===== config.mk =====
export PLATFORM = sky130hd
export DESIGN_NAME = cpu_ctrl
export DESIGN_NICKNAME = d
export VERILOG_FILES = /design/src/rtl/cpu_ctrl_pkg.sv /design/src/rtl/cpu_decoder.sv /design/src/rtl/cpu_ctrl.sv
export SDC_FILE = /design/constraint.sdc
export NUM_CORES = 1
export LEC_CHECK = 0
export CELL_PAD_IN_SITES_DETAIL_PLACEMENT = 0
export CELL_PAD_IN_SITES_GLOBAL_PLACEMENT = 1
export CORE_MARGIN = 5
export CORE_UTILIZATION = 32
export DETAILED_ROUTE_END_ITERATION = 8
export PLACE_DENSITY = 0.73
export SLEW_MARGIN = 20
export SYNTH_ARGS = -nofsm -noshare
export SYNTH_HDL_FRONTEND = slang
export SYNTH_SLANG_ARGS = --single-unit

===== constraint.sdc =====
create_clock -name clk -period 1.52 [get_ports clk]
set_input_delay 0.304 -clock clk [delete_from_list [all_inputs] [get_ports clk]]
set_output_delay 0.304 -clock clk [all_outputs]
set_load 0.01 [all_outputs]

===== src/rtl/cpu_ctrl_pkg.sv =====
// Shared definitions for the MiniCPU sequencer: opcodes, ALU codes and FSM state encoding.
package cpu_ctrl_pkg;

    localparam int PC_W_DEF = 4;

    localparam logic [3:0] OP_NOP   = 4'h0;
    localparam logic [3:0] OP_LDA   = 4'h1;
    localparam logic [3:0] OP_LDB   = 4'h2;
    localparam logic [3:0] OP_ADD   = 4'h4;
    localparam logic [3:0] OP_AND   = 4'h5;
    localparam logic [3:0] OP_SUB   = 4'h6;
    localparam logic [3:0] OP_OR    = 4'h7;
    localparam logic [3:0] OP_STORE = 4'h8;
    localparam logic [3:0] OP_OUT   = 4'hC;
    localparam logic [3:0] OP_HALT  = 4'hF;

    localparam logic [1:0] ALU_ADD = 2'b00;
    localparam logic [1:0] ALU_AND = 2'b01;
    localparam logic [1:0] ALU_SUB = 2'b10;
    localparam logic [1:0] ALU_OR  = 2'b11;

    typedef enum logic [2:0] {
        S_IDLE     = 3'd0,
        S_FETCH    = 3'd1,
        S_DECODE   = 3'd2,
        S_EXEC     = 3'd3,
        S_OUT_WAIT = 3'd4,
        S_HALTED   = 3'd5
    } state_t;

endpackage


===== src/rtl/cpu_decoder.sv =====
// Combinational opcode decoder: maps IR[7:4] to the control strobes and the sequencing flags.
module cpu_decoder
    import cpu_ctrl_pkg::*;
(
    input  logic [3:0] opcode,
    output logic       a_we,
    output logic       b_we,
    output logic       alu_we,
    output logic [1:0] alu_op,
    output logic       out_we,
    output logic       is_out,
    output logic       is_halt,
    output logic       is_illegal
);

    always_comb begin
        a_we       = 1'b0;
        b_we       = 1'b0;
        alu_we     = 1'b0;
        alu_op     = ALU_ADD;
        out_we     = 1'b0;
        is_out     = 1'b0;
        is_halt    = 1'b0;
        is_illegal = 1'b0;
        case (opcode)
            OP_NOP:   ;
            OP_LDA:   a_we = 1'b1;
            OP_LDB:   b_we = 1'b1;
            OP_ADD:   begin alu_we = 1'b1; alu_op = ALU_ADD; end
            OP_AND:   begin alu_we = 1'b1; alu_op = ALU_AND; end
            OP_SUB:   begin alu_we = 1'b1; alu_op = ALU_SUB; end
            OP_OR:    begin alu_we = 1'b1; alu_op = ALU_OR;  end
            OP_STORE: out_we = 1'b1;
            OP_OUT:   is_out = 1'b1;
            OP_HALT:  is_halt = 1'b1;
            // Undefined opcodes behave as NOP but are flagged
            default:  is_illegal = 1'b1;
        endcase
    end

endmodule


===== src/rtl/cpu_ctrl.sv =====
// MiniCPU sequencer: FETCH/DECODE/EXEC loop driving the ROM address, issuing one-cycle
// datapath strobes and owning run/halt plus the out_valid/out_ready handshake.
module cpu_ctrl
    import cpu_ctrl_pkg::*;
#(
    parameter int              PC_W      = PC_W_DEF,
    parameter logic [PC_W-1:0] LAST_ADDR = PC_W'(15),
    parameter bit              WRAP      = 1'b0
) (
    input  logic            clk,
    input  logic            rst,
    input  logic            start,
    input  logic [7:0]      instr,
    input  logic            out_ready,
    output logic [PC_W-1:0] pc,
    output logic [3:0]      imm,
    output logic            a_we,
    output logic            b_we,
    output logic            alu_we,
    output logic [1:0]      alu_op,
    output logic            out_we,
    output logic            out_valid,
    output logic            busy,
    output logic            halted,
    output logic            illegal
);

    state_t          state, state_nxt;
    logic [7:0]      ir_p0;
    logic            a_we_p1, b_we_p1, alu_we_p1, out_we_p1;
    logic [1:0]      alu_op_p1;
    logic            is_out_p1, is_halt_p1, is_illegal_p1;
    logic            dc_a_we, dc_b_we, dc_alu_we, dc_out_we;
    logic [1:0]      dc_alu_op;
    logic            dc_is_out, dc_is_halt, dc_is_illegal;
    logic            illegal_q;
    logic            at_last;
    logic            end_halt;
    logic [PC_W-1:0] pc_adv;

    cpu_decoder u_dec (
        .opcode     (ir_p0[7:4]),
        .a_we       (dc_a_we),
        .b_we       (dc_b_we),
        .alu_we     (dc_alu_we),
        .alu_op     (dc_alu_op),
        .out_we     (dc_out_we),
        .is_out     (dc_is_out),
        .is_halt    (dc_is_halt),
        .is_illegal (dc_is_illegal)
    );

    // Without WRAP the last address parks pc on itself and the FSM halts
    assign at_last  = (pc == LAST_ADDR);
    assign end_halt = at_last && !WRAP;
    assign pc_adv   = at_last ? (WRAP ? '0 : pc) : pc + 1'b1;

    always_ff @(posedge clk) begin
        if (rst) state <= S_IDLE;
        else     state <= state_nxt;
    end

    always_comb begin
        state_nxt = state;
        case (state)
            S_IDLE, S_HALTED: if (start) state_nxt = S_FETCH;
            S_FETCH:          state_nxt = S_DECODE;
            S_DECODE:         state_nxt = S_EXEC;
            S_EXEC: begin
                if (is_out_p1)                    state_nxt = S_OUT_WAIT;
                else if (is_halt_p1 || end_halt)  state_nxt = S_HALTED;
                else                              state_nxt = S_FETCH;
            end
            S_OUT_WAIT: if (out_ready) state_nxt = end_halt ? S_HALTED : S_FETCH;
            default:    state_nxt = S_IDLE;
        endcase
    end

    // Stage boundary: IR captured in FETCH (p0), decode registered in DECODE (p1)
    always_ff @(posedge clk) begin
        if (rst) begin
            pc            <= '0;
            ir_p0         <= '0;
            a_we_p1       <= 1'b0;
            b_we_p1       <= 1'b0;
            alu_we_p1     <= 1'b0;
            alu_op_p1     <= '0;
            out_we_p1     <= 1'b0;
            is_out_p1     <= 1'b0;
            is_halt_p1    <= 1'b0;
            is_illegal_p1 <= 1'b0;
            illegal_q     <= 1'b0;
        end else begin
            case (state)
                S_IDLE, S_HALTED: begin
                    if (start) begin
                        pc        <= '0;
                        illegal_q <= 1'b0;
                    end
                end
                S_FETCH: ir_p0 <= instr;
                S_DECODE: begin
                    a_we_p1       <= dc_a_we;
                    b_we_p1       <= dc_b_we;
                    alu_we_p1     <= dc_alu_we;
                    alu_op_p1     <= dc_alu_op;
                    out_we_p1     <= dc_out_we;
                    is_out_p1     <= dc_is_out;
                    is_halt_p1    <= dc_is_halt;
                    is_illegal_p1 <= dc_is_illegal;
                end
                S_EXEC: begin
                    if (is_illegal_p1) illegal_q <= 1'b1;
                    if (!is_out_p1 && !is_halt_p1) pc <= pc_adv;
                end
                S_OUT_WAIT: if (out_ready) pc <= pc_adv;
                default: ;
            endcase
        end
    end

    always_comb begin
        a_we      = (state == S_EXEC) && a_we_p1;
        b_we      = (state == S_EXEC) && b_we_p1;
        alu_we    = (state == S_EXEC) && alu_we_p1;
        alu_op    = alu_we ? alu_op_p1 : 2'b00;
        out_we    = (state == S_EXEC) && out_we_p1;
        out_valid = (state == S_OUT_WAIT);
        busy      = (state == S_FETCH) || (state == S_DECODE) ||
                    (state == S_EXEC)  || (state == S_OUT_WAIT);
        halted    = (state == S_HALTED);
        imm       = ir_p0[3:0];
        illegal   = illegal_q;
    end

endmodule


==> impl_metrics.ini, run 1 <==
[run_status]
outcome = finished, violations left
failed_checks = setup timing

[run]
cap_violations = 0

[placement]
gp_congestion = 0.883
io_buffers = 29
dpl-instance-area_um2 = 1770
dpl.hpwl_mm = 2.40

[timing]
relSlewSlack = 0.790
worstMarginPinSlew_ns = 0.316
drv_slew = 0
fin_crit_ns = 1.62
hold_ws_ns = 0.457
rsz0062_at_grt = true
final-setup-viol-count = 7
timing.fmax_mhz = 618
skew_ns = 0.00659
finalSetupTns_ns = -0.353
hold_violations = 0
finalCritPeriodShare = 1.06
layout_setup_ws_ns = -0.0980

[global_routing]
grt-ovfl-total = 0
antenna_found_initial = 0
grt_max_degree = 26
grt_pass1_wl_mm = 5.34
grt.total_usage = 0.125
grt_pass1_vias = 1267

[yosys]
yosys.area_share.simple = 0.305
synth_common_cells = dfxtp_1 (25), nand2_1 (18), nor2_1 (17)
syn_avg_cell_area_um2 = 8.04
synth_top_cell_by_area = dfxtp_1
ys_types = 42
yosysMostFrequentCell = dfxtp_1
synth_fa_ha_area_frac = 0.00966
syn-num-nets = 174
synth_xor_xnor_area_share = 0.0135
synth_area_leaders = dfxtp_1 (39%), mux2i_1 (7.0%), nand2_1 (5.2%)
muxShareOfSynthArea = 0.0696
async_flop_share = 0
synth-main-ff-cell = dfxtp_1
ys_seq_elements = 25
syn_area_um2 = 1290
synth_top_area_frac = 0.386
synth_compound_area_frac = 0.146
yosysWarnings = 0
synth_edf_count = 0
ys_seq_area_frac = 0.386
synth_top_family_by_area = simple AND/OR/NAND/NOR gates
syn-instance-count = 161

[finish]
n_antenna_cell = 0
multi_input_area_um2 = 812
ff_latch_area_um2 = 509
final_nets = 220
fin_area_um2 = 1960
fillCellCount = 393
drive_above_1_share = 0.325
synthToLayoutAreaGrowth_pct = 51.6

[critical_path]
critPathTopFamily = compound AO/OA/AOI/OAI gates
slowest_delay_ns = 0.39
path_max_fanout = 3
cp-end-kind = register
cp.arrival_ns = 1.80
start_kind = register
worstSetupPathType = register to register
worstPathRequired_ns = 1.70
cp_slowest_cell = or3_4
path_buf_inv = 0
path_cells = ha_4 -> a311oi_4 -> a22oi_1 -> or3_4 -> o32ai_2

[clocking]
cts_num_sinks = 25
cts_tree = yes
clockRootBuffer = clkbuf_8
htreeDepth = 1
clk_pin_slew_ns = 0.09
cts_buffer_depth = 2
clock_latency_ns = 0.27
cts-buffers-inserted = 3

[power]
power.leakage_nw = 0.809
peakVddDrop_uv = 424
powerDensity_nw_per_um2 = 900

[drt]
ant_nets = 0
first_iter_violations = 114
wirelength_mm = 3.36
wire_per_inst_um = 13.1
drc = 0
dr_total_vias = 1287
vias_per_cell = 5.03
firstDrtPassIters = 5

[hold_path]
hp-class = register to register

[floorplanning]
coreArea_um2 = 3970
initial_core_util = 0.326
row_count = 23
die_area_um2 = 5420
io_pins = 30
die_h_um = 73.6
die_w_um = 73.6
what timing repair did:
| item | in CTS | in global routing |
|---|---|---|
| resized for setup | 55 | 21 |
| endpoints found under the hold margin | 0 | 0 |
| setup buffers | 6 | 0 |
| hold buffers | 0 | 0 |
| endpoints found under the setup margin | 17 | 17 |
| pin swaps | 5 | 10 |
sequential cells by signal, summed over array words and instances, names as in the netlist:
signal	count
state	3
out_we_p1	1
b_we_p1	1
alu_we_p1	1
is_halt_p1	1
is_out_p1	1
illegal	1
ir_p0	8
alu_op_p1	2
pc	4
is_illegal_p1	1
a_we_p1	1
cell families after synthesis:
group,after synthesis
AND/OR/NAND/NOR,74
AO/OA/AOI/OAI,31
buffers and inverters,19
adder cells (fa/ha/maj),1
XOR/XNOR,2
multiplexers,9
flip-flops,25
per-stage QoR:
| step | util | std cells | setup WS [ns] | total power, W |
|---|---|---|---|---|
| floorplan | - | 161 | -0.0162 | 0.00109 |
| global placement | 0.446 | 246 | -0.235 | 0.00131 |
| detailed placement | 0.446 | 246 | -0.307 | 0.00132 |
| CTS | 0.471 | 256 | -0.115 | 0.00175 |
| global route | 0.494 | 256 | -0.162 | 0.00187 |
| finish | 0.494 | 256 | -0.0980 | 0.00177 |
area by class of cell:
type	count	share of cell area
clock buffer	4	0.0229
inverter	4	0.0102
tap	50	0.0319
multi-input combinational	117	0.414
timing repair buffer	56	0.262
sequential	25	0.259
power breakdown:
part | total [W] | switching [W] | internal [W] | leakage (nW)
logic | 0.000614 | 0.000288 | 0.000326 | 0.580
registers | 0.000757 | 0.0000507 | 0.000706 | 0.206
clock network | 0.000395 | 0.000208 | 0.000188 | 0.0228
tightest hold or removal path: stages (launching register included):
cell     delay, ns
dfxtp_1       0.31
nand2_1       0.05
a21oi_1       0.05
path summary, 6_finish.rpt:
path | depth (start not counted) | endpoint | start | slack (ns)
hold / removal | 2 | out_we_p1 | out_we_p1 | 0.46
setup / recovery | 5 | pc[3] | pc[1] | -0.1
setup reg to reg | 5 | pc[3] | pc[1] | -0.1
hold reg to reg | 2 | out_we_p1 | out_we_p1 | 0.46
cell usage in the layout (no fill, tap or decap), types with 2 or more instances in the layout:
master and count:
inv_1 2, dfxtp_2 7, buf_2 4, mux2i_1 9
nand2_1 18, and2_4 3, buf_6 10, nor3b_1 2
and2_1 2, nand3_1 4, nor4b_1 2, nor3_1 4
clkbuf_8 3, dlygate4sd2_1 3, dlymetal6s2s_1 3, nor2_2 2
dfxtp_1 18, nand4b_1 3, clkdlybuf4s50_1 14, nor2b_1 3
or3b_4 2, o21ai_0 7, buf_4 21, a21oi_1 12
nor2_1 15, or3_1 2
routing by layer:
layer | share of wire | global-route usage | wire length, µm
met4 | 0.020 | 0.0563 | 66
met3 | 0.045 | 0.0233 | 152
met5 | 0 | 0 | 0
met1 | 0.44 | 0.152 | 1480
met2 | 0.49 | 0.214 | 1660
(Power assumes the default switching activity.)
==> inputs of run 2 (changes only) <==
==> constraint.sdc (replaced) <==
create_clock -name clk -period 1.52 [get_ports clk]
set_input_delay 0.38 -clock clk [delete_from_list [all_inputs] [get_ports clk]]
set_output_delay 0.38 -clock clk [all_outputs]
set_load 0.01 [all_outputs]
==> impl_metrics.ini, run 2 (synthesis gave the netlist of run 1 again) <==
[placement]
placed_cells = 251
dp_worst_setup_slack_ns = -0.374
dpl.hpwl_mm = 2.31
io_buffers = 29
gp_congestion = 0.904

[finish]
final_cell_mix = buf_4 (21), nand2_1 (18), dfxtp_1 (18)
n_antenna_cell = 0
synthToLayoutAreaGrowth_pct = 59.0
reg_top3 = ir_p0 (8), pc (4), state (3)
layout.cells.non_filler = 260
fillCellCount = 370
final_common_cell = buf_4
largest_register_ffs = 8
final_nets = 224
regMostFlops = ir_p0
drive_above_1_share = 0.362

[drt]
dr_total_vias = 1294
first_iter_violations = 101
firstDrtPassIters = 4
wirelength_mm = 3.42
wire_per_inst_um = 13.2
ant_nets = 0
vias_per_cell = 4.98
drc = 0

[power]
peakVddDrop_uv = 519
powerDensity_nw_per_um2 = 883
total_power_w = 0.00182
power.leakage_nw = 0.830

[timing]
final-setup-viol-count = 13
layout_setup_ws_ns = -0.160
timing.fmax_mhz = 595
rsz0062_at_grt = true
skew_ns = 0.00240
finalCritPeriodShare = 1.11
hold_ws_ns = 0.460
finalSetupTns_ns = -1.17
relSlewSlack = 0.782
worstMarginPinSlew_ns = 0.327
fin_crit_ns = 1.68
drv_slew = 0
hold_violations = 0

[floorplanning]
coreArea_um2 = 3970
row_count = 23
die_area_um2 = 5420
io_pins = 30
die_h_um = 73.6
die_w_um = 73.6
initial_core_util = 0.326

[clocking]
cts_num_sinks = 25
cts_tree = yes
cts_buffer_depth = 2
cts-buffers-inserted = 3
htreeDepth = 1
clockRootBuffer = clkbuf_8
clk_pin_slew_ns = 0.09
clock_latency_ns = 0.27

[critical_path]
worstSetupPathType = register to register
critPathTopFamily = simple AND/OR/NAND/NOR gates
path_cells = or3b_4 -> clkinv_4 -> buf_6 -> a22oi_2 -> or3_4 -> o32ai_2
worstPathRequired_ns = 1.70
cp.arrival_ns = 1.86
path_buf_inv = 2
cp-end-kind = register
path_max_fanout = 5
cp_slowest_cell = or3_4
slowest_delay_ns = 0.41
start_kind = register

[global_routing]
grt.total_usage = 0.125
antenna_found_initial = 0
grt_max_degree = 22
grt-ovfl-total = 0
grt_pass1_wl_mm = 5.40
grt_pass1_vias = 1246

[run_status]
failed_checks = setup timing
outcome = finished, violations left

[run]
cap_violations = 0

[hold_path]
hp-class = register to register
[run 2: cell types whose count changed in the layout (fill, tap and decap cells not counted), moves of 2 or more]
cell / previous run / this run
nor2_1: 15 / 17
buf_6: 10 / 15
dlygate4sd2_1: 3 / 9
buf_2: 4 / 2
o21ai_1: 0 / 3
o21ai_0: 7 / 4
dlymetal6s2s_1: 3 / 1
clkdlybuf4s50_1: 14 / 10
nor2_2: 2 / 0
[run 2: worst min-delay path, delay by kind of cell, from the launching register on]
| kind | cells | cell delay [ns] |
|---|---|---|
| compound gates | 1 | 0.05 |
| flops | 1 | 0.32 |
| simple gates | 1 | 0.05 |
[run 2: final cells by class]
type	instances	area, µm²	area share
Inverter	4	20.0	0.00972
Sequential cell	25	512	0.248
Clock buffer	3	41.3	0.0200
Clock inverter	1	5.00	0.00243
Tap cell	50	62.6	0.0304
Multi-Input combinational cell	117	856	0.416
Timing Repair Buffer	60	563	0.273
[run 2: metrics by stage]
stage	area (µm²)	utilization
after global routing	2060	0.519
after detailed placement	1810	0.455
after CTS	1950	0.490
final	2060	0.519
after global placement	1810	0.455
after floorplan	1320	-
[run 2: path summary, 6_finish.rpt]
path / cells after the start / slack (ns) / to / from
max reg2reg: 6 / -0.16 / pc[3] / state[2]
min reg2reg: 2 / 0.46 / out_we_p1 / out_we_p1
min: 2 / 0.46 / out_we_p1 / out_we_p1
max: 6 / -0.16 / pc[3] / state[2]
[run 2: power breakdown]
part	switching (W)	internal, W
Sequential	0.0000521	0.000705
Combinational	0.000303	0.000362
Clock	0.000213	0.000184
Total	0.000568	0.00125
[run 2: what timing repair did]
item                       4_1_cts  5_1_grt
pin swaps                        7        7
gates resized for setup         72       24
setup endpoints to repair       22       16
hold buffers                     0        0
setup buffers                    4        1
[run 2: metal layers]
layer  GRT usage  up-vias  part of all wire  wire length [µm]
li1            -      661                 -                 -
met1       0.159      592              0.45              1540
met2       0.206       36              0.48              1650
met3      0.0274        5             0.052               179
met4      0.0483        0             0.016                55
met5           0        -                 0                 0
==> inputs of run 3 (changes only) <==
Settings changed: SYNTH_HIERARCHICAL set to 1.
==> impl_metrics.ini, run 3 <==
[drt]
firstDrtPassIters = 4
dr_total_vias = 1186
wirelength_mm = 3.20
drc = 0
wire_per_inst_um = 12.9
ant_nets = 0
first_iter_violations = 74
vias_per_cell = 4.80

[timing]
worstMarginPinSlew_ns = 0.322
relSlewSlack = 0.785
hold_violations = 0
finalCritPeriodShare = 1.10
layout_setup_ws_ns = -0.155
finalSetupTns_ns = -0.999
skew_ns = 0.0146
drv_slew = 0
fin_crit_ns = 1.68
rsz0062_at_grt = true
timing.fmax_mhz = 597
final-setup-viol-count = 11

[global_routing]
antenna_found_initial = 0
grt_pass1_wl_mm = 5.40
grt.total_usage = 0.127
grt-ovfl-total = 0
grt_max_degree = 23
grt_pass1_vias = 1194

[clocking]
cts-buffers-inserted = 3
clock_latency_ns = 0.28
cts_tree = yes
htreeDepth = 1
clk_pin_slew_ns = 0.10
cts_buffer_depth = 2
cts_num_sinks = 25
clockRootBuffer = clkbuf_8
hold_buffers = 0

[placement]
gp_congestion = 0.830
dp_worst_setup_slack_ns = -0.327
dpl.hpwl_mm = 2.21
io_buffers = 29

[power]
powerDensity_nw_per_um2 = 1490
peakVddDrop_uv = 657
power.leakage_nw = 0.842
total_power_w = 0.00283

[yosys]
syn_area_um2 = 1270
syn_avg_cell_area_um2 = 8.58
async_flop_share = 0
ys_types = 40
syn-instance-count = 148
ys_seq_elements = 25
synth-main-ff-cell = dfxtp_1
synth_edf_count = 0
synth_top_area_frac = 0.394
synth_area_leaders = dfxtp_1 (39%), nand2_1 (7.1%), mux2i_1 (6.3%)
synth_common_cells = dfxtp_1 (25), nand2_1 (24), nor2_1 (17)
yosysMostFrequentCell = dfxtp_1
ys_seq_area_frac = 0.394
synth_top_cell_by_area = dfxtp_1
syn-num-nets = 161
yosysWarnings = 6

[floorplanning]
row_count = 22
die_h_um = 73.0
initial_core_util = 0.339
die_w_um = 73.0
coreArea_um2 = 3740
die_area_um2 = 5330
io_pins = 30

[hold_path]
hp-class = register to register

[finish]
final_nets = 213
fillCellCount = 376
final_cell_mix = nand2_1 (23), buf_4 (23), dfxtp_1 (20)
n_antenna_cell = 0
largest_register_ffs = 8
reg_top3 = ir_p0 (8), pc (4), state (3)
synthToLayoutAreaGrowth_pct = 49.8
drive_above_1_share = 0.377
multi_input_area_um2 = 773
regMostFlops = ir_p0
ff_latch_area_um2 = 512

[critical_path]
cp.arrival_ns = 1.83
start_kind = register
cp-end-kind = register
worstPathRequired_ns = 1.68
path_max_fanout = 7
worstSetupPathType = register to register

[run]
cap_violations = 0

[run_status]
outcome = finished, violations left
failed_checks = setup timing
## run 3: layer usage
metal / wire, µm / track usage / share of wire
met1: 1400 / 0.153 / 0.44
met2: 1640 / 0.218 / 0.51
met4: 58 / 0.0635 / 0.018
met5: 0 / 0 / 0
met3: 100 / 0.0165 / 0.031
## run 3: final timing paths
kind,from,end,slack (ns),cells after the start
worst max-delay path,state[0],pc[3],-0.16,6
worst min register to register,alu_op_p1[0],alu_op_p1[0],0.46,2
worst min-delay path,alu_op_p1[0],alu_op_p1[0],0.46,2
worst max register to register,state[0],pc[3],-0.16,6
## run 3: through the flow
stage,util,instance area [µm²],cells,hold slack (ns)
after floorplan,-,1270,148,0.432
after global placement,0.458,1710,237,0.442
after detailed placement,0.458,1710,237,0.450
after CTS,0.486,1820,245,0.463
after global routing,0.508,1900,247,0.494
final,0.508,1900,247,0.459
## run 3: power by group
part / internal (W) / leakage, nW / switching, W / total [W]
sequential: 0.000768 / 0.206 / 0.000109 / 0.000877
clock: 0.000192 / 0.0261 / 0.000223 / 0.000415
combinational: 0.000851 / 0.611 / 0.000683 / 0.00153
## run 3: critical path, cell delays in order (launching register included)
cell and delay (ns):
dfxtp_4 0.38, and3b_4 0.21, buf_6 0.13, or2_4 0.25
and4_4 0.19, nor3b_1 0.13, a211o_1 0.26
## run 3: final cells by class
cell class | count | area share
multi-input combinational | 109 | 0.407
sequential | 25 | 0.269
timing repair buffer | 59 | 0.263
tap | 48 | 0.0316
clock buffer | 3 | 0.0217
clock inverter | 1 | 0.00461
inverter | 2 | 0.00395
## run 3: timing repair
action / in CTS / in global routing
pin swaps: 9 / 11
setup buffers: 5 / 5
gates cloned: 0 / 0
resized for setup: 65 / 19
endpoints found under the setup margin: 23 / 24
## run 3: cells by family (layout without fill, tap and decap cells)
logic type / after synthesis / count (layout) / share of synthesized area
buffers and inverters: 14 / 65 / 0.0749
AO/OA/AOI/OAI: 27 / 27 / 0.137
XOR/XNOR: 3 / 3 / 0.0207
multiplexers: 9 / 9 / 0.0719
AND/OR/NAND/NOR: 69 / 69 / 0.292
flip-flops: 25 / 25 / 0.394
adder cells (fa/ha/maj): 1 / 1 / 0.00985
